### config.mk
export PLATFORM = sky130hd
export DESIGN_NAME = sequenciador_jogadas
export DESIGN_NICKNAME = d
export VERILOG_FILES = /design/src/rtl/jogo_defs.sv /design/src/rtl/sequenciador_jogadas_varredor.sv /design/src/rtl/sequenciador_jogadas.sv
export SDC_FILE = /design/constraint.sdc
export NUM_CORES = 1
export LEC_CHECK = 0
export CAP_MARGIN = 40
export CORE_MARGIN = 2
export CORE_UTILIZATION = 25
export CTS_CLUSTER_DIAMETER = 100
export DETAILED_ROUTE_END_ITERATION = 16
export MAX_ROUTING_LAYER = met4
export SLEW_MARGIN = 30
export SYNTH_ARGS = -nofsm -noshare
export SYNTH_HDL_FRONTEND = slang
export SYNTH_SLANG_ARGS = --single-unit
### constraint.sdc
create_clock -name clock -period 7.1 [get_ports clock]
set_input_delay 0.71 -clock clock [delete_from_list [all_inputs] [get_ports clock]]
set_output_delay 0.71 -clock clock [all_outputs]
set_load 0.005 [all_outputs]
### src/rtl/jogo_defs.sv
// Shared definitions for the move sequencer.
// Board size, FSM states and square index helper.
package jogo_defs;

  localparam int NUM_CASAS = 64;

  typedef enum logic [2:0] {
    S_IDLE,
    S_PEDE,
    S_ESPERA,
    S_CHECA,
    S_SCAN,
    S_VALIDA,
    S_FALHA
  } estado_t;

  function automatic logic [5:0] idx(
    input logic [2:0] c,
    input logic [2:0] l
  );
    return {c, l};
  endfunction

endpackage

### src/rtl/sequenciador_jogadas_varredor.sv
// Linear wrap-around scan for a free square.
// Tests one square per cycle; fim after 64 misses.
module varredor_casas
  import jogo_defs::*;
(
  input  logic        clock,
  input  logic        reset,
  input  logic        start,
  input  logic [5:0]  base,
  input  logic [63:0] tabuleiro,
  output logic        achou,
  output logic [5:0]  casa,
  output logic        fim
);

  logic       r_ativo;
  logic [5:0] r_ptr;
  logic [6:0] r_cnt;
  logic       w_todas;

  assign w_todas = (r_cnt == 7'(NUM_CASAS));
  assign casa    = r_ptr;
  assign achou   = r_ativo && !w_todas
                && !tabuleiro[r_ptr];
  assign fim     = r_ativo && w_todas;

  // Pointer and tested-square counter
  always_ff @(posedge clock or negedge reset) begin
    if (!reset) begin
      r_ativo <= 1'b0;
      r_ptr   <= '0;
      r_cnt   <= '0;
    end else if (start) begin
      r_ativo <= 1'b1;
      r_ptr   <= base;
      r_cnt   <= '0;
    end else if (r_ativo) begin
      if (achou || fim) begin
        r_ativo <= 1'b0;
      end else begin
        r_ptr <= r_ptr + 6'd1;
        r_cnt <= r_cnt + 7'd1;
      end
    end
  end

endmodule

### src/rtl/sequenciador_jogadas.sv
// Requests random squares until a free one shows up,
// then falls back to a linear scan of the board.
module sequenciador_jogadas
  import jogo_defs::*;
#(
  parameter int MAX_TENTATIVAS = 16,
  parameter int ESPERA         = 2
) (
  input  logic        clock,
  input  logic        reset,
  input  logic        pedido,
  input  logic        ack,
  input  logic [63:0] tabuleiro,
  input  logic [2:0]  gen_coluna,
  input  logic [2:0]  gen_linha,
  output logic        novaJogada,
  output logic [2:0]  coluna,
  output logic [2:0]  linha,
  output logic        jogada_valida,
  output logic        falha,
  output logic        ocupado
);

  localparam int TW = $clog2(MAX_TENTATIVAS + 1);
  localparam int EW = (ESPERA > 1) ? $clog2(ESPERA) : 1;

  estado_t       r_estado, w_nxt;
  logic [EW-1:0] r_esp, w_esp;
  logic [TW-1:0] r_tent, w_tent;
  logic [5:0]    r_coord, w_coord;
  logic [5:0]    w_idx, w_base, w_casa;
  logic          w_start, w_achou, w_fim;

  assign w_idx  = idx(gen_coluna, gen_linha);
  assign w_base = w_idx + 6'd1;

  varredor_casas u_varredor (
    .clock     (clock),
    .reset     (reset),
    .start     (w_start),
    .base      (w_base),
    .tabuleiro (tabuleiro),
    .achou     (w_achou),
    .casa      (w_casa),
    .fim       (w_fim)
  );

  // State, counters and chosen square
  always_ff @(posedge clock or negedge reset) begin
    if (!reset) begin
      r_estado <= S_IDLE;
      r_esp    <= '0;
      r_tent   <= '0;
      r_coord  <= '0;
    end else begin
      r_estado <= w_nxt;
      r_esp    <= w_esp;
      r_tent   <= w_tent;
      r_coord  <= w_coord;
    end
  end

  // Next state and Moore outputs
  always_comb begin
    w_nxt         = r_estado;
    w_esp         = r_esp;
    w_tent        = r_tent;
    w_coord       = r_coord;
    w_start       = 1'b0;
    novaJogada    = 1'b0;
    jogada_valida = 1'b0;
    falha         = 1'b0;
    ocupado       = 1'b1;
    coluna        = 3'd0;
    linha         = 3'd0;
    unique case (r_estado)
      S_IDLE: begin
        ocupado = 1'b0;
        if (pedido) begin
          w_nxt  = S_PEDE;
          w_tent = '0;
        end
      end
      S_PEDE: begin
        novaJogada = 1'b1;
        w_nxt      = S_ESPERA;
        w_esp      = '0;
      end
      S_ESPERA: begin
        if (r_esp == EW'(ESPERA - 1))
          w_nxt = S_CHECA;
        else
          w_esp = r_esp + EW'(1);
      end
      S_CHECA: begin
        if (!tabuleiro[w_idx]) begin
          w_coord = w_idx;
          w_nxt   = S_VALIDA;
        end else begin
          w_tent = r_tent + TW'(1);
          if (w_tent == TW'(MAX_TENTATIVAS)) begin
            w_start = 1'b1;
            w_nxt   = S_SCAN;
          end else begin
            w_nxt = S_PEDE;
          end
        end
      end
      S_SCAN: begin
        if (w_achou) begin
          w_coord = w_casa;
          w_nxt   = S_VALIDA;
        end else if (w_fim) begin
          w_nxt = S_FALHA;
        end
      end
      S_VALIDA: begin
        jogada_valida = 1'b1;
        coluna        = r_coord[5:3];
        linha         = r_coord[2:0];
        if (ack) w_nxt = S_IDLE;
      end
      S_FALHA: begin
        falha = 1'b1;
        if (ack) w_nxt = S_IDLE;
      end
      default: w_nxt = S_IDLE;
    endcase
  end

endmodule

Word-level counts from Yosys, hierarchy flattened. Index checks and enable logic that the tools add are counted.

Register bits after elaboration: 29. Input bits: 74. Output and inout bits: 10. Logic and storage cells: 84.

$add $sub $neg: 5. Magnitude comparators: 2. Equal/unequal tests: 16. Multiplexer cells: 38. Reduce and logical (&&, ||, !) cells: 16.

Operator list (number): two-way mux 6 bit (5); two-way mux 3 bit (9); two-way mux 7 bit (3); case mux 3 bit (6 select lines) (1); less-than comparator 6 x 7 -> 1 bit, second input constant (2); two-way mux 1 bit (13); adder 6 x 1 -> 6 bit, second input constant (2); binary-select mux 1 bit (select 6 bit) (2); case mux 6 bit (2 select lines) (1); two-way mux 5 bit (2); case mux 5 bit (2 select lines) (1); == test 3 bit, second input constant (3); inequality test 2 bit, second input constant (4); nonzero test 2 bit (4); adder 7 x 1 -> 7 bit, second input constant (1); == test 7 bit, second input constant (1); == test 3 x 2 -> 1 bit, second input constant (2); inequality test 2 x 1 -> 1 bit, second input constant (3); AND reduction 3 bit (2); adder 5 x 1 -> 5 bit, second input constant (1); == test 5 bit, second input constant (1); AND reduction 4 bit (1); == test 3 x 1 -> 1 bit, second input constant (1); logical AND 1 bit (3); 8 further kinds (9).

Logic depth before layout (Yosys ltp).
Word-level depth: 8. Gate-level depth with buffers: 16. Mapped depth without buffers: 13.

Modules after synthesis. From an unflattened synthesis, not the netlist that was laid out.

Cells, all modules: 332. Area, all modules: 3240.6 um2.

Modules (own cells, without submodules): sequenciador_jogadas (instances 1, cells an instance 173, area an instance 1697.9 um2, sequential area each 375.4 um2); varredor_casas (instances 1, cells an instance 159, area an instance 1542.7 um2, sequential area each 350.3 um2).

Least setup slack after synthesis. OpenSTA, ideal clock, no wires.

Kind: input to register. Start point: in gen_linha[2]. End point: reg u_varredor.r_ptr[2] (netlist: u_varredor.casa[2]). Setup time: 82 ps. Data arrival time: 3338 ps. Data required time: 7018 ps. Slack: 3680 ps. Stages: 12. Path buffers: 2. Cells stage by stage: buf_2 > mux2_1 > a22o_1 > a2111oi_4 > a31oi_2 > nand3_1 > buf_2 > a21o_1 > ha_1 > inv_1 > or4_1 > a31oi_1.

Cells in the longest elaborated chain, start to end: 6. Elaborated cells between the ends (all ways): 9. Classes of those cells: add/sub: 1; eq/ne: 1; mux: 5; reduce/logical: 2.

RTL lines: start: declaration (RTL line sequenciador_jogadas.sv:15) `input logic [2:0] gen_linha,`; binary-select mux 1 bit (select 6 bit) (RTL line sequenciador_jogadas.sv:96) `if (!tabuleiro[w_idx]) begin`; two-way mux 1 bit (implied by the code) (RTL line sequenciador_jogadas.sv:96); two-way mux 1 bit (RTL line sequenciador_jogadas.sv:96); two-way mux 1 bit (RTL line sequenciador_jogadas.sv:76) `unique case (r_estado)`; inequality test 2 x 1 -> 1 bit (no source line) or nonzero test 2 bit (tied branches); AND reduction 2 bit (no source line); end signal: assignment (RTL line sequenciador_jogadas_varredor.sv:35) `r_ptr <= base;`; end signal: assignment (RTL line sequenciador_jogadas_varredor.sv:41) `r_ptr <= r_ptr + 6'd1;`; end: declaration (RTL line sequenciador_jogadas_varredor.sv:17) `logic [5:0] r_ptr;`.

Parallel ways exist; a longest one is shown, timed or not. The select of a mux whose other input is x is not followed. A chain may end at the register's enable or synchronous reset.

Worst setup path after layout.
Start point: in gen_linha[1]. End point: reg u_varredor.r_ptr[2] (netlist: u_varredor.casa[2]).

The elaborated chain is that of the path after synthesis.

==> impl_metrics.tcl <==
set metrics [dict create \
    finalMaxSlewViolations 0 \
    layout_common_cells "81 x clkdlybuf4s50_1, 29 x dfrtp_1, 26 x mux2i_1" \
    status "complete, no violations" \
    viasPerCell 5.47 \
    cts_setup_buffers 0 \
    dieWidth_um 115 \
    wl_per_cell_um 18.1 \
    wl_mm 9.77 \
    required_ps 7300 \
    reg2reg_from "r_estado[0]$_DFFE_PN0P_" \
    final_cell_count_no_fill 540 \
    finalNetCount 470 \
    synthToLayoutAreaGrowth_pct 32.3 \
    synth_area_mm2 0.00307 \
    clk_pin_slew_ps 50 \
    fillers 1230 \
    dr_total_vias 2953 \
    layout_min_cycle_time_ps 3990 \
    synthSimpleGateAreaFrac 0.200 \
    numCtsBuffers 5 \
    gr-usage-all-layers 0.151 \
    cts_resized 0 \
    post-place-ws_ps 2820 \
    hp-class "reg2reg" \
    avgSynthCellArea_um2 9.42 \
    fin_util 0.338 \
    dp_cells 532 \
    rsz0062_at_grt "false" \
    worst_slack_ps 3110 \
    muxShareOfSynthArea 0.291 \
    cp-start-kind "primary input" \
    worst_pin_slew_ps 766 \
    clock-skew-final_ps 8.22 \
    ios 84 \
    first_global_vias 2860 \
    first_pass_iters 5 \
    gp_congestion 0.854 \
    h-tree-depth 2 \
    fmax_mhz 251 \
    hold_viol 0 \
    cp_max_fo 12 \
    peakVddDrop_mv 0.133 \
    postRouteAntennaNets 0 \
    clock_latency_ps 280 \
    critPathKind "in2reg" \
    io_buffers 83 \
    synth_compound_area_frac 0.175 \
    cp-end-kind "flip-flop" \
    cp.arrival_ps 4190 \
    synth.distinct_cells 58 \
    drt-initial-drc-count 266 \
    synthArstFlopShare 1.00 \
    fin_crit_sh 0.562 \
    core-area_mm2 0.0120 \
    leakagePower_nw 1.56 \
    setup_tns_ps 0 \
    drv_cap 0 \
    synth-seq-cells 29 \
    clk_path_buf_depth 2 \
    synth_ff_type "dfrtp_1" \
    die_h_um 115 \
    diodes 0 \
    dieArea_mm2 0.0132 \
    cts_hold_buf 0 \
    final_common_cell "clkdlybuf4s50_1" \
    grt_pass1_wl_mm 15.3 \
    grt_start_max_net_pins 32 \
    place_hpwl_mm 7.40 \
    slew_headroom 0.489 \
    synth_fa_ha_area_frac 0.0163 \
    hold_start "r_coord[1]$_DFFE_PN0P_" \
    synthXorXnorAreaFrac 0.0143 \
    area.sequential_um2 726 \
    num_rows 40 \
    synth_top_family_by_area "multiplexers" \
    p_per_area_mw_per_mm2 230 \
    clock-sinks 29 \
    drc_errors 0 \
    start_util 0.256 \
    antenna_found_initial 0 \
    synth-edff-count 0 \
    multi_input_comb_area_mm2 0.00214 \
    syn_inst 326 \
    cts_tree "done" \
    overflow 0 \
    setup_viol 0 \
    ys_seq_area_frac 0.236 \
    syn-num-nets 404 \
    startpoint "gen_linha[1]" \
    yosys_warnings 0 \
    cts_root_buf "clkbuf_16" \
    drive_gt1_frac 0.137 \
]
cells in the mapped netlist, drive strengths merged, types with 2 or more instances:
cell	count	area, µm²
a21o	2	15.0
a21oi	12	60.1
a221oi	4	35.0
a22o	2	18.8
a22oi	13	97.6
a31oi	6	50.0
a41oi	2	17.5
and2	4	25.0
and3	12	75.1
buf	18	139
clkbuf	9	33.8
dfrtp	29	726
ha	4	50.1
inv	9	33.8
mux2	22	251
mux2i	26	260
mux4	17	383
nand2	24	90.1
nand2b	6	37.5
nand3	21	110
nand3b	3	22.5
nand4	3	18.8
nor2	15	56.3
nor2b	5	31.3
nor3	6	35.0
nor3b	2	20.0
o21ai	17	88.8
o22ai	2	12.5
o31ai	7	57.6
or4	6	45.0
xnor2	2	17.5
xor2	3	26.3
sequential cells by signal, summed over array words and instances, names as in the netlist:
name	cells
u_varredor.r_cnt	7
r_esp	1
r_tent	5
r_coord	6
r_estado	3
u_varredor.casa	6
u_varredor.r_ativo	1
metrics by stage:
stage                     power [mW]  cell area (µm²)  hold slack [ps]
after floorplan                0.599             3070              414
after global placement         0.732             3940              463
after detailed placement       0.733             3930              466
after CTS                      0.942             4070              477
after global routing           0.999             4070              488
final                          0.936             4070              472
where the power goes:
group / switching [mW] / total [mW] / leakage [nW] / internal (mW)
combinational: 0.229 / 0.463 / 1.15 / 0.233
sequential: 0.0596 / 0.272 / 0.340 / 0.213
clock: 0.0729 / 0.201 / 0.0706 / 0.128
total: 0.362 / 0.936 / 1.56 / 0.574
cell families (layout without fill, tap and decap cells):
group                      after synthesis  after routing
AOI/OAI and AO/OA                       74             74
xor gates and xnor gates                 5              5
adders and majority gates                4              4
buffers and inverters                   36            103
DFF                                     29             29
muxes                                   65             65
and+or+nand+nor                        113            113
critical path, stage by stage:
cell	delay [ps]
clkdlybuf4s50_1	790
and2b_1	350
a22oi_1	130
and3_1	210
a31oi_2	340
and3_1	430
and2_1	200
a21o_1	90
ha_1	210
inv_1	70
or4_1	500
a31oi_1	170
worst paths after layout:
| check | end | cells after the start | slack [ps] |
|---|---|---|---|
| max | u_varredor.casa[2]$_DFFE_PN0P_ | 12 | 3110 |
| min | r_coord[1]$_DFFE_PN0P_ | 1 | 470 |
| max reg2reg | u_varredor.casa[2]$_DFFE_PN0P_ | 10 | 3870 |
| min reg2reg | r_coord[1]$_DFFE_PN0P_ | 1 | 470 |
| max in group asynchronous | u_varredor.r_cnt[2]$_DFFE_PN0P_ | 2 | 5980 |
| min in group asynchronous | r_coord[5]$_DFFE_PN0P_ | 2 | 830 |
metal layers:
layer / wire length, µm / track usage / share of wire
met3: 816 / 0.0274 / 0.084
met4: 163 / 0.0337 / 0.017
met5: 0 / - / 0
met2: 4190 / 0.226 / 0.43
met1: 4600 / 0.211 / 0.47
layout make-up:
cell class                      count  area share
Timing Repair Buffer               86       0.207
Tap cell                          147      0.0452
Clock inverter                      2     0.00246
Sequential cell                    29       0.179
Inverter                            9     0.00831
Clock buffer                        6      0.0317
Multi-Input combinational cell    261       0.526
No activity file was read; power rests on OpenSTA's default activity.
